`config.mk`:
```
export PLATFORM = sky130hd
export DESIGN_NAME = bram_burst_reader
export DESIGN_NICKNAME = d
export VERILOG_FILES = /design/src/rtl/bram_burst_reader.sv
export SDC_FILE = /design/constraint.sdc
export NUM_CORES = 1
export LEC_CHECK = 0
export BUFFER_PORTS_ARGS = -buffer_cell sky130_fd_sc_hd__buf_2
export CAP_MARGIN = 25
export CORE_MARGIN = 1.5
export CORE_UTILIZATION = 45
export CTS_CLUSTER_DIAMETER = 30
export DETAILED_ROUTE_END_ITERATION = 10
export PLACE_DENSITY = 0.89
export SYNTH_ARGS = -nofsm -noshare
export SYNTH_HDL_FRONTEND = slang
export SYNTH_SLANG_ARGS = --single-unit
```
`constraint.sdc`:
```
create_clock -name clk -period 2.1 [get_ports clk]
set_clock_uncertainty 0.2 [all_clocks]
set_input_delay 0.315 -clock clk [delete_from_list [all_inputs] [get_ports clk]]
set_output_delay 0.315 -clock clk [all_outputs]
set_load 0.03 [all_outputs]
```
`src/rtl/bram_burst_reader.sv`:
```
// bram_burst_reader: walks a BRAM address range one read at a time and streams each word out on valid/ready.
// A request is issued only after the previous beat has been accepted, so there is never more than one read outstanding.
module bram_burst_reader #(
    parameter int ADDR_WIDTH = 15,
    parameter int DATA_WIDTH = 31,
    parameter int LEN_WIDTH  = 16,
    parameter int TIMEOUT    = 8
) (
    input  logic                  clk,
    input  logic                  rst,
    input  logic                  start,
    input  logic [ADDR_WIDTH-1:0] base_addr,
    input  logic [LEN_WIDTH-1:0]  length,
    output logic                  busy,
    output logic                  done,
    output logic                  error,
    output logic [ADDR_WIDTH-1:0] bram_addr,
    output logic                  bram_en,
    output logic                  bram_we,
    output logic [DATA_WIDTH-1:0] bram_din,
    input  logic [DATA_WIDTH-1:0] bram_dout,
    input  logic                  bram_valid,
    output logic [DATA_WIDTH-1:0] out_data,
    output logic                  out_valid,
    input  logic                  out_ready,
    output logic                  out_last
);
    localparam int TW = $clog2(TIMEOUT);

    typedef enum logic [2:0] {IDLE, ISSUE, WAIT, HOLD, DONE, ERR} state_t;

    state_t                  state, state_nxt;
    logic [ADDR_WIDTH-1:0]   cur_addr;
    logic [LEN_WIDTH-1:0]    remaining;
    logic [TW-1:0]           timer;
    logic                    timeout;
    logic                    last_word;

    assign timeout   = timer == TW'(TIMEOUT - 1);
    assign last_word = remaining == LEN_WIDTH'(1);
    assign bram_we   = 1'b0;
    assign bram_din  = '0;

    always_ff @(posedge clk or posedge rst) begin
        if (rst) state <= IDLE;
        else     state <= state_nxt;
    end

    always_comb begin
        state_nxt = state;
        case (state)
            IDLE:    if (start) state_nxt = (length != '0) ? ISSUE : DONE;
            ISSUE:   state_nxt = WAIT;
            WAIT:    state_nxt = bram_valid ? HOLD : (timeout ? ERR : WAIT);
            HOLD:    if (out_ready) state_nxt = last_word ? DONE : ISSUE;
            DONE:    state_nxt = IDLE;
            ERR:     state_nxt = IDLE;
            default: state_nxt = IDLE;
        endcase
    end

    always_comb begin
        busy      = state != IDLE;
        done      = state == DONE;
        bram_en   = state == ISSUE;
        out_valid = state == HOLD;
        bram_addr = (state == ISSUE) ? cur_addr : '0;
    end

    // Data path; a valid strobe arriving together with the timeout wins because it is tested first.
    always_ff @(posedge clk or posedge rst) begin
        if (rst) begin
            cur_addr  <= '0;
            remaining <= '0;
            timer     <= '0;
            out_data  <= '0;
            out_last  <= 1'b0;
            error     <= 1'b0;
        end else begin
            if (state == IDLE && start) begin
                error <= 1'b0;
                if (length != '0) begin
                    cur_addr  <= base_addr;
                    remaining <= length;
                end
            end
            if (state == ISSUE) timer <= '0;
            if (state == WAIT) begin
                if (bram_valid) begin
                    out_data <= bram_dout;
                    out_last <= last_word;
                end else if (timeout) begin
                    error <= 1'b1;
                end else begin
                    timer <= timer + TW'(1);
                end
            end
            if (state == HOLD && out_ready) begin
                out_last <= 1'b0;
                if (!last_word) begin
                    cur_addr  <= cur_addr + ADDR_WIDTH'(1);
                    remaining <= remaining - LEN_WIDTH'(1);
                end
            end
        end
    end
endmodule

```
**Word-level counts from Yosys, hierarchy flattened**

Cells that the tools add are included.

- Add/subtract/negate cells: 3
- Equality and inequality tests: 8
- Muxes and demuxes: 27
- Reductions and logical operators: 10

Operator list:

| kind | number |
|---|---|
| $mux 15 | 5 |
| $mux 16 | 4 |
| $mux 3 | 10 |
| $eq 16x1->1 const B | 1 |
| $reduce_bool 16->1 | 1 |
| $sub 16x1->16 const B | 1 |
| $add 15x1->15 const B | 1 |
| $pmux 3 s4 | 1 |
| $mux 1 | 7 |
| $eq 3x2->1 const B | 2 |
| $eq 3x3->1 const B | 2 |
| $reduce_and 2->1 | 3 |
| $reduce_bool 2->1 | 2 |
| $add 3x1->3 const B | 1 |
| $eq 3x1->1 const B | 1 |
| $logic_not 3->1 | 1 |
| $reduce_bool 3->1 | 1 |
| $logic_and 1x1->1 | 2 |
| $ne 2x1->1 const B | 1 |
| $ne 2x2->1 const B | 1 |

- Register bits after elaboration: 70
- Bits of input ports: 67
- Output and inout bits: 84
- Word-level logic and storage cells: 55

**Depth between registers and ports, before layout**

Gate-level depths: netlist of run 1.

- Word-level depth: 6
- Gate-level depth with buffers: 8
- Depth with buffers taken out: 7

**Worst setup path after synthesis of run 1**

No wires, ideal clock.

- Path kind: register -> register
- From: register remaining[1]
- To: register remaining[8]
- Library setup time: 123 ps
- Data arrival time: 1719 ps
- Data required time: 1777 ps
- Slack: 58 ps
- Cell stages (with the launch flop): 8
- Path buffers: 0
- Period minus slack after synthesis: 2042 ps
- Cell sequence: dfrtp_1 inv_1 ha_1 nor4b_2 nand4_4 a22o_4 o21a_1 o221a_1

- Longest elaborated chain between the ends: 3
- Elaborated cells on any way between the ends: 4
- Those cells by class: add/sub (1); eq/ne (1); mux (2)

Ends and longest elaborated chain:

| item | line | RTL |
|---|---|---|
| from (decl) | 34 | `logic [LEN_WIDTH-1:0] remaining;` |
| from (signal assigned) | 84 | `remaining <= length;` |
| from (signal assigned) | 102 | `remaining <= remaining - LEN_WIDTH'(1);` |
| $sub 16x1->16 or $eq 16x1->1 (tied branches) | 102, 40 |  |
| $mux 16 (*) | 100 | `if (!last_word) begin` |
| $mux 16 (*) | 98 | `if (state == HOLD && out_ready) begin` |

Mark *: on every way between the ends. The rest lies on a longest branch, timed or not.
A chain may end at the register's enable or synchronous reset.

**Worst setup path after layout of run 1**

- From: register state[1]
- To: register cur_addr[4]

- Longest elaborated chain between the ends: 5
- Elaborated cells on any way between the ends: 7
- Those cells by class: eq/ne (1); mux (3); reduce/logical (3)

Ends and longest elaborated chain:

| item | line | RTL |
|---|---|---|
| from (decl) | 32 | `state_t state, state_nxt;` |
| from (signal assigned) | 46 | `else state <= state_nxt;` |
| $logic_not 3->1 | 80 | `if (state == IDLE && start) begin` |
| $logic_and 1x1->1 | 80 |  |
| $mux 15 | 80 |  |
| $mux 15 | 100 |  |
| $mux 15 (*) | 98 |  |
| to (signal assigned) | 83 | `cur_addr <= base_addr;` |
| to (signal assigned) | 101 | `cur_addr <= cur_addr + ADDR_WIDTH'(1);` |
| to (decl) | 33 | `logic [ADDR_WIDTH-1:0] cur_addr;` |

Marks and branches as above.

==> qor.txt, run 1 <==
Avg Vias per Cell - 5.63
initial antenna violation count - 0
first-pass GRT wire length - 18.4 mm
post-DR wirelength/cell - 18.2 um
Final WS setup - -0.0313 ns
Avg Inst Size Synth - 10.1 sq um
initial core utilization - 46.0%
RSZ-0062 raised after global routing - true
post-layout min period - 2.13 ns
Crit path arrival time - 2.15 ns
CTS tree - yes
First-pass DRT Iterations - 5
Post-synth top flop - dfrtp_1
P_leak - 0.00268 uW
WHS - 0.00498 ns
DRC - 0
register area share after synthesis - 44.1%
dpl cells - 642
Hold Crit Class - primary input to register
DP HPWL - 7.62 mm
fin crit share - 101%
Max H-tree Level - 3
vias in the first global route - 3777
gpl congestion - 0.946
asr flop ratio synth - 100%
leading area contributor after synthesis - dfrtp_1
Max clock buf depth - 2
count of input and output buffers - 118
synthesized cell area - 3980 sq um
CP endpoint kind - register
TNS Setup - -0.158 ns
vias - 3972
Filler cells - 628
GRT Util Overall - 24.3%
Layout area overhead - 45.2%
# rows - 34
Routed Antenna Nets - 0
EDFF count, synth - 0
Die W - 97.0 um
critical path class - register to register
DRT iter0 DRCs - 304
failing checks - setup timing
number of max-cap violations - 0
Final setup viols - 15
core area - 8640 sq um
Warnings, synthesis - 0
final hold vios - 0
Num CTS Buffers - 9
power per cell area - 1420 nW/um^2
unique cell type count in the Yosys netlist - 65
IO Count - 151
CP Launch Type - register
Max VDD drop - 0.000835 V
TritonCTS Sinks - 70
#FFs+latches synth - 70
Die H - 97.0 um
clock transition at the registers of the reported paths - 0.08 ns
Ant. Diodes - 0
post-route insts no fill - 705
fraction of layout cells with a size suffix above 1 - 45.1%
Total Power - 8210 uW
pre-CTS WS - -0.110 ns
worst skew pair latency - 0.35 ns
synth top area cells - dfrtp_1, mux2_2, buf_4
required time of the critical path - 2.11 ns
Die Area - 9410 sq um
fin. max-slew vios - 0
Peak Freq - 0.469 GHz
Cells after Synth - 394
Max FO, Critical Path - 23
# nets final - 664
root buf cell - clkbuf_8
share of the synthesized area in the top cell type - 44.1%
WL final - 12.9 mm
status - finished, violations left
GRT overflow - 0
largest net degree at the start of global routing - 71
-- final cells by class --
| cell class | instances | area, sq um | share of cell area (%) |
|---|---|---|---|
| Multi-Input combinational cell | 289 | 2130 | 37.0 |
| Sequential cell | 70 | 1750 | 30.4 |
| Timing Repair Buffer | 204 | 1490 | 25.9 |
| Clock buffer | 11 | 151 | 2.62 |
| Tap cell | 108 | 135 | 2.34 |
| Inverter | 18 | 71.3 | 1.24 |
| Clock inverter | 5 | 33.8 | 0.585 |
-- critical path: stages (launching register included) --
cell	delay (ns)
dfrtp_1	0.42
buf_4	0.14
nand3b_1	0.14
inv_2	0.09
and2_4	0.23
nand2_4	0.08
buf_12	0.16
o32ai_1	0.43
a221oi_2	0.08
-- per-layer routing --
metal  routed length [um]  vias up  part of all wire, %  GRT usage (%)
met4                  384        0                  3.0           10.9
met2                 6660      248                   52           42.2
met1                 4940     1899                   38           29.3
li1                     -     1780                    -              -
met3                  885       45                  6.9           4.48
met5                    0        -                    0              0
-- layout by cell type, fill, tap and decap left out, types with 3 or more instances in the layout --
cell	count
buf_2	103
o32ai_1	6
nor2_4	4
nor4_1	5
mux2_2	25
inv_1	15
clkbuf_8	11
and3_1	5
dlygate4sd3_1	32
buf_4	46
o221a_1	8
a21oi_1	18
nor2_1	22
nor3_1	11
nand2_1	21
o22ai_1	7
conb_1	32
buf_6	17
ha_1	4
clkinvlp_4	3
o21ai_1	5
and3_4	8
o21ai_2	3
nand3_1	20
o21ai_0	4
nor2_2	3
nand4_1	4
mux2_1	6
buf_12	6
a21oi_2	7
dfrtp_1	69
o21a_1	7
-- cell usage after synthesis, drive strengths merged (7+ instances only) --
master and instances:
mux2 31, nor2 29, o21a 7, inv 18, a21oi 25, o22ai 7
o221a 8, nand3 20, nor4 7, o21ai 12, and3 13, buf 47
nor3 14, dfrtp 70, nand2 23
-- report_power, final --
group | total, uW | internal [uW] | switching, uW
clock network | 1030 | 491 | 535
registers | 2520 | 1970 | 549
logic | 4670 | 1950 | 2720
-- cells by family (layout without fill, tap and decap cells) --
| family | count (synthesis) | count (layout) | share of synthesized area [%] |
|---|---|---|---|
| AND/OR/NAND/NOR | 133 | 133 | 19.1 |
| AO/OA/AOI/OAI | 86 | 87 | 16.0 |
| flip-flops | 70 | 70 | 44.1 |
| buffers and inverters | 67 | 238 | 10.2 |
| multiplexers | 32 | 32 | 9.03 |
| adder cells (fa/ha/maj) | 5 | 5 | 1.57 |
| other | 1 | 32 | 0.0943 |
-- per-stage QoR --
stage                     area [sq um]  util, %
after floorplan                   4100        -
after global placement            4830     56.0
after detailed placement          4830     56.0
after CTS                         5400     62.6
after global routing              5770     66.8
final                             5770     66.8
-- sequential cells by signal, summed over array words and instances (netlist names) --
signal and flops:
timer 3, remaining 16, out_last 1, state 3
error 1, out_data 31, cur_addr 15
-- worst paths after layout --
kind	start	end	slack [ns]	depth (start not counted)
worst max register to register	state[1]	cur_addr[4]	-0.03	8
min in group asynchronous	rst	out_data[28]	0.42	4
worst min-delay path	base_addr[0]	cur_addr[0]	0.005	2
worst max-delay path	state[1]	cur_addr[4]	-0.03	8
worst min register to register	out_data[27]	out_data[27]	0.30	1
max in group asynchronous	rst	remaining[8]	0.94	4
-- repair_timing --
item	4_1_cts	5_1_grt
pin swaps	3	15
hold endpoints to repair	99	2
setup buffers	4	9
resized for setup	11	79
hold buffers	30	2
endpoints found under the setup margin	26	46
cloned	0	2
Note: power is estimated with default switching activity, not from simulation.
==> run 2: changes to the inputs <==
--- a/config.mk
+++ b/config.mk
@@ -5,10 +5,12 @@
 export SDC_FILE = /design/constraint.sdc
 export NUM_CORES = 1
 export LEC_CHECK = 0
+export ABC_AREA = 1
 export BUFFER_PORTS_ARGS = -buffer_cell sky130_fd_sc_hd__buf_2
 export CAP_MARGIN = 25
+export CORE_ASPECT_RATIO = 1.75
 export CORE_MARGIN = 1.5
-export CORE_UTILIZATION = 45
+export CORE_UTILIZATION = 46
 export CTS_CLUSTER_DIAMETER = 30
 export DETAILED_ROUTE_END_ITERATION = 10
 export PLACE_DENSITY = 0.89
==> qor.txt, run 2 <==
share of the synthesized area in the top cell type - 38.9% (was 44.1%)
Worst R2R Start - remaining[1] (was state[1])
DRT iter0 DRCs - 275 (was 304)
vias in the first global route - 4536 (was 3777)
Peak Freq - 0.500 GHz (was 0.469 GHz)
max FFs per register - 31 (unchanged)
DP HPWL - 8.70 mm (was 7.62 mm)
worst-path cell chain - nor3_4, inv_4, nor2_1, buf_2 (was buf_4, nand3b_1, inv_2, and2_4, nand2_4, buf_12, o32ai_1, a221oi_2)
EDFF count, synth - 0 (unchanged)
First-pass DRT Iterations - 5 (unchanged)
dpl cell area - 5110 sq um (was 4830 sq um)
synthesized cell area - 4500 sq um (was 3980 sq um)
Cells after Synth - 622 (was 394)
required time of the critical path - 1.58 ns (was 2.11 ns)
vias - 4449 (was 3972)
GRT Util Overall - 24.8% (was 24.3%)
TritonCTS Sinks - 70 (unchanged)
number of max-cap violations - 0 (unchanged)
gpl congestion - 0.870 (was 0.946)
Num CTS Buffers - 9 (unchanged)
final core occ - 60.4% (was 66.8%)
Post-synth top flop - dfrtp_1 (unchanged)
power per cell area - 1480 nW/um^2 (was 1420 nW/um^2)
Max clock buf depth - 2 (unchanged)
biggest cell delay along the critical path - 0.44 ns (was 0.43 ns)
asr flop ratio synth - 100% (unchanged)
worst hold stages - 3 (was 2)
worst skew pair latency - 0.33 ns (was 0.35 ns)
most common cell in the synthesized netlist - nand2_1 (was dfrtp_1)
CTS tree - yes (unchanged)
Critical Path Source - state[2] (was state[1])
core area - 9470 sq um (was 8640 sq um)
unique cell type count in the Yosys netlist - 29 (was 65)
# rows - 47 (was 34)
post-layout min period - 2.00 ns (was 2.13 ns)
biggest regs - out_data x31, remaining x16, cur_addr x15 (unchanged)
CP Launch Type - register (unchanged)
fraction of layout cells with a size suffix above 1 - 26.1% (was 45.1%)
Avg Inst Size Synth - 7.24 sq um (was 10.1 sq um)
CP endpoint kind - output pin (was register)
synth top area cells - dfrtp_1, nand2_1, buf_4 (was dfrtp_1, mux2_2, buf_4)
WL final - 12.4 mm (was 12.9 mm)
GRT overflow - 0 (unchanged)
Warnings, synthesis - 0 (unchanged)
status - finished clean (was finished, violations left)
Final setup viols - 0 (was 15)
count of input and output buffers - 118 (unchanged)
post-synthesis mux area share - 0% (was 9.03%)
initial antenna violation count - 0 (unchanged)
# nets final - 842 (was 664)
Layout area overhead - 26.9% (was 45.2%)
Max FO, Critical Path - 19 (was 23)
Max VDD drop - 0.000795 V (was 0.000835 V)
main combinational cell family by area after synthesis - simple AND/OR/NAND/NOR gates (unchanged)
fin area - 5720 sq um (was 5770 sq um)
relative slew slack - 65.1%
leading area contributor after synthesis - dfrtp_1 (unchanged)
Max H-tree Level - 3 (unchanged)
worst slew pin tran - 0.520 ns
P_leak - 0.00315 uW (was 0.00268 uW)
critical path class - register to output pin (was register to register)
Avg Vias per Cell - 4.96 (was 5.63)
Largest Register - out_data (unchanged)
clock transition at the registers of the reported paths - 0.06 ns (was 0.08 ns)
root buf cell - clkbuf_16 (was clkbuf_8)
Ant. Diodes - 0 (unchanged)
Hold Crit Class - primary input to register (unchanged)
Crit-path slowest cell - dfrtp_1 (was o32ai_1)
fin crit share - 95.2% (was 101%)
Synth top cells by count - nand2_1, dfrtp_1, nor2_1 (was dfrtp_1, buf_4, nor2_1)
Post-Synth XOR/XNOR Area - 2.92% (was 0%)
commonest cells after routing, fill and taps aside - nand2_1, buf_2, dfrtp_1 (was buf_2, dfrtp_1, buf_4)
DRC - 0 (unchanged)
IO Count - 151 (unchanged)
Routed Antenna Nets - 0 (unchanged)
fin. max-slew vios - 0 (unchanged)
Die H - 134 um (was 97.0 um)
Crit path arrival time - 1.48 ns (was 2.15 ns)
first-pass GRT wire length - 20.3 mm (was 18.4 mm)
Die Area - 10400 sq um (was 9410 sq um)
final hold vios - 0 (unchanged)
register area share after synthesis - 38.9% (was 44.1%)
Simple-Gate Fraction of Synth Area - 36.8% (was 19.1%)
hold path startpoint - bram_dout[4] (was base_addr[0])
initial core utilization - 47.6% (was 46.0%)
compound-cell area share of the yosys netlist - 5.86% (was 16.0%)
largest net degree at the start of global routing - 71 (unchanged)
r2r worst-path depth - 10 (was 8)
#FFs+latches synth - 70 (unchanged)
Synth Area in Adders - 1.39% (was 1.57%)
post-DR wirelength/cell - 13.8 um (was 18.2 um)
Die W - 77.8 um (was 97.0 um)
most common cell after layout, fill and taps aside - nand2_1 (was buf_2)
==> run 2: changes by cell type in the layout (fill, tap and decap cells not counted), moves of 17 or more <==
| cell | before | now |
|---|---|---|
| nand2_1 | 21 | 202 |
| nand3_1 | 20 | 43 |
| buf_4 | 46 | 9 |
| mux2_2 | 25 | 0 |
| inv_1 | 15 | 58 |
| nor2_1 | 22 | 65 |
| buf_6 | 17 | 0 |
==> run 2: routing by layer <==
| layer | part of all wire [%] | track usage, % | vias up |
|---|---|---|---|
| met5 | 0 | 0 | - |
| met4 | 5.5 | 17.0 | 0 |
| met3 | 6.1 | 4.90 | 56 |
| met2 | 54 | 46.5 | 202 |
| met1 | 34 | 23.6 | 2023 |
| li1 | - | - | 2168 |
==> run 2: path summary, 6_finish.rpt <==
check | endpoint | slack (ns)
max | bram_addr[5] | 0.10
min | out_data[4] | 0.0002
max reg2reg | cur_addr[14] | 0.12
min reg2reg | out_data[29] | 0.27
max in group asynchronous | remaining[0] | 0.94
min in group asynchronous | cur_addr[5] | 0.45
==> run 2: through the flow <==
step / total power [uW] / setup WS, ns / TNS (ns) / instances / hold slack (ns)
3_5_place_dp: 6870 / 0.123 / 0 / 849 / 0.253
6_report: 8440 / 0.101 / 0 / 897 / 0.000168
4_1_cts: 8390 / 0.0289 / 0 / 894 / 0.00189
5_1_grt: 9070 / -0.00263 / -0.00263 / 897 / 0.0226
2_1_floorplan: 5800 / 0.000547 / 0 / 653 / 0.232
3_3_place_gp: 6740 / 0.174 / 0 / 849 / 0.249
==> run 2: timing repair <==
item,in CTS,in global routing
buffers inserted,0,3
hold buffers,29,0
endpoints found under the setup margin,0,8
gates resized for setup,0,4
hold endpoints to repair,98,0
==> run 2: report_power, final <==
| part | internal (uW) | switching, uW | total [uW] |
|---|---|---|---|
| Sequential | 2000 | 542 | 2540 |
| Combinational | 1420 | 3030 | 4450 |
| Clock | 835 | 606 | 1440 |
| Total | 4260 | 4180 | 8440 |
==> run 2: kinds of logic after synthesis <==
kind of cell               Yosys count
AOI/OAI and AO/OA                   45
DFF                                 70
adders and majority gates            5
and+or+nand+nor                    368
buffers and inverters              118
xor gates and xnor gates            15
other                                1
==> run 2: area by class of cell <==
cell class              instances  area, sq um
well taps                     122          153
multi-input cells             465         2250
flip-flops and latches         70         1750
clock inverters                 6         46.3
repair buffers                160         1030
inverters                      64          246
clock buffers                  10          239
fillers                       818         3750
==> run 2: worst max-delay path, delay by kind of cell, from the launching register on <==
kind / cells / cell delay, ns
flip-flops: 1 / 0.44
AND/OR/NAND/NOR: 2 / 0.36
buffers and inverters: 2 / 0.35
==> run 3: changes to the inputs <==
==> config.mk (replaced) <==
export PLATFORM = sky130hd
export DESIGN_NAME = bram_burst_reader
export DESIGN_NICKNAME = d
export VERILOG_FILES = /design/src/rtl/bram_burst_reader.sv
export SDC_FILE = /design/constraint.sdc
export NUM_CORES = 1
export LEC_CHECK = 0
export ABC_AREA = 1
export CAP_MARGIN = 25
export CORE_ASPECT_RATIO = 1.75
export CORE_MARGIN = 1.5
export CORE_UTILIZATION = 58
export DETAILED_ROUTE_END_ITERATION = 10
export DONT_BUFFER_PORTS = 1
export PLACE_DENSITY = 0.88
export SKIP_LAST_GASP = 1
export SYNTH_ARGS = -nofsm -noshare
export SYNTH_HDL_FRONTEND = slang
export SYNTH_SLANG_ARGS = --single-unit
==> qor.txt, run 3 (synthesis results as in run 2) <==
status - finished clean (unchanged)
post-layout min period - 2.07 ns (was 2.00 ns)
initial antenna violation count - 0 (unchanged)
hold path startpoint - base_addr[1] (was bram_dout[4])
critical path class - register to register (was register to output pin)
Largest Register - out_data (unchanged)
Die Area - 8320 sq um (was 10400 sq um)
number of max-cap violations - 0 (unchanged)
first-pass GRT wire length - 19.1 mm (was 20.3 mm)
post-DR wirelength/cell - 15.5 um (was 13.8 um)
Final WS setup - 0.0312 ns (was 0.101 ns)
required time of the critical path - 2.11 ns (was 1.58 ns)
Die H - 120 um (was 134 um)
worst-path cell chain - inv_1, ha_1, nand2_1, nor2_1, nand3_2, nand2_8, buf_12, nand2_1, nor2_1, nor2_1 (was nor3_4, inv_4, nor2_1, buf_2)
vias - 4212 (was 4449)
Ant. Diodes - 0 (unchanged)
WHS - 0.0240 ns (was 0.000168 ns)
Routed Antenna Nets - 0 (unchanged)
TNS Setup - 0 ns (unchanged)
IO Count - 151 (unchanged)
# rows - 42 (was 47)
Avg Vias per Cell - 5.46 (was 4.96)
Final setup viols - 0 (unchanged)
post-route insts no fill - 772 (was 897)
fin crit share - 98.5% (was 95.2%)
DRT iter0 DRCs - 423 (was 275)
pre-CTS WS - 0.153 ns (was 0.123 ns)
# nets final - 751 (was 842)
First-pass DRT Iterations - 6 (was 5)
power per cell area - 1560 nW/um^2 (was 1480 nW/um^2)
Max H-tree Level - 3 (unchanged)
Crit path arrival time - 2.08 ns (was 1.48 ns)
worst skew pair latency - 0.33 ns (about the same)
Layout area overhead - 18.6% (was 26.9%)
Num CTS Buffers - 9 (unchanged)
Top cell by count, worst path - nor2_1
fraction of layout cells with a size suffix above 1 - 14.6% (was 26.1%)
Max VDD drop - 0.00102 V (was 0.000795 V)
Die W - 69.6 um (was 77.8 um)
DP HPWL - 7.98 mm (was 8.70 mm)
combinational cell fraction of total power - 43.5% (was 52.8%)
TritonCTS Sinks - 70 (unchanged)
core area - 7570 sq um (was 9470 sq um)
fin. max-slew vios - 0 (unchanged)
GRT Util Overall - 28.8% (was 24.8%)
biggest cell delay along the critical path - 0.37 ns (was 0.44 ns)
Seq pwr share - 38.0% (was 30.1%)
Worst R2R Start - remaining[1] (unchanged)
commonest cells after routing, fill and taps aside - nand2_1, dfrtp_1, nor2_1 (was nand2_1, buf_2, dfrtp_1)
dpl cell area - 4630 sq um (was 5110 sq um)
P_leak - 0.00280 uW (was 0.00315 uW)
dpl cells - 717 (was 849)
sw power - 4100 uW (was 4180 uW)
most common cell after layout, fill and taps aside - nand2_1 (unchanged)
clock transition at the registers of the reported paths - 0.05 ns (was 0.06 ns)
Net Sw Frac - 49.2% (was 49.6%)
vias in the first global route - 4123 (was 4536)
CP endpoint kind - register (was output pin)
root buf cell - clkbuf_16 (unchanged)
setup bufs post-CTS - 0 (unchanged)
Hold Crit Class - primary input to register (unchanged)
gpl congestion - 0.893 (was 0.870)
internal power - 4240 uW (was 4260 uW)
Crit-path slowest cell - dfrtp_1 (unchanged)
largest net degree at the start of global routing - 71 (unchanged)
final hold vios - 0 (unchanged)
Critical Path Source - remaining[1] (was state[2])
GRT overflow - 0 (unchanged)
fin area - 5340 sq um (was 5720 sq um)
initial core utilization - 59.5% (was 47.6%)
max FFs per register - 31 (unchanged)
Max FO, Critical Path - 18 (was 19)
CTS tree - yes (unchanged)
WL final - 11.9 mm (was 12.4 mm)
DRC - 0 (unchanged)
biggest regs - out_data x31, remaining x16, cur_addr x15 (unchanged)
count of input and output buffers - 0 (was 118)
Peak Freq - 0.483 GHz (was 0.500 GHz)
Max clock buf depth - 2 (unchanged)
Clock Power Share - 18.4% (was 17.1%)
CP Launch Type - register (unchanged)
[run 3: area by class of cell]
type                            count  area (sq um)
Multi-Input combinational cell    465          2260
Tap cell                           88           110
Timing Repair Buffer               69           666
Clock inverter                      5          57.6
Clock buffer                       11           253
Fill cell                         575          2230
Inverter                           64           246
Sequential cell                    70          1750
[run 3: path summary, 6_finish.rpt]
path                            cells past startpoint            end  slack, ns
worst min register to register                      1       timer[0]       0.31
worst min-delay path                                4    cur_addr[1]       0.02
max in group asynchronous                           3          error       1.02
worst max register to register                     10  remaining[14]       0.03
min in group asynchronous                           3   out_data[11]       0.33
worst max-delay path                               10  remaining[14]       0.03
[run 3: worst max-delay path, delay by kind of cell, from the launching register on]
| kind | cells | cell delay, ns |
|---|---|---|
| fa+ha+maj | 1 | 0.20 |
| buf+inv | 2 | 0.27 |
| flops | 1 | 0.37 |
| simple gates | 7 | 0.92 |
[run 3: layer usage]
layer | GRT usage, % | share of wire, % | vias up
li1 | - | - | 1987
met3 | 9.15 | 7.9 | 41
met4 | 9.38 | 3.1 | 0
met2 | 52.0 | 53 | 220
met1 | 31.7 | 36 | 1964
met5 | 0 | 0 | -
[run 3: power groups by stage]
stage	Combinational, uW	Sequential (uW)	Clock [uW]
floorplan	2810	3000	0
global placement	3320	3130	0
detailed placement	3490	3140	0
CTS	3560	3150	1560
global route	4010	3250	1640
finish	3630	3170	1540
[run 3: repair_timing]
action | 4_1_cts | 5_1_grt
setup endpoints to repair | 0 | 12
hold buffers | 39 | 0
gates resized for setup | 0 | 3
endpoints found under the hold margin | 108 | 0
[run 3: metrics by stage]
stage / power [uW] / util, %
after floorplan: 5800 / -
after global placement: 6450 / 61.2
after detailed placement: 6630 / 61.2
after CTS: 8270 / 70.4
after global routing: 8900 / 70.6
final: 8340 / 70.6
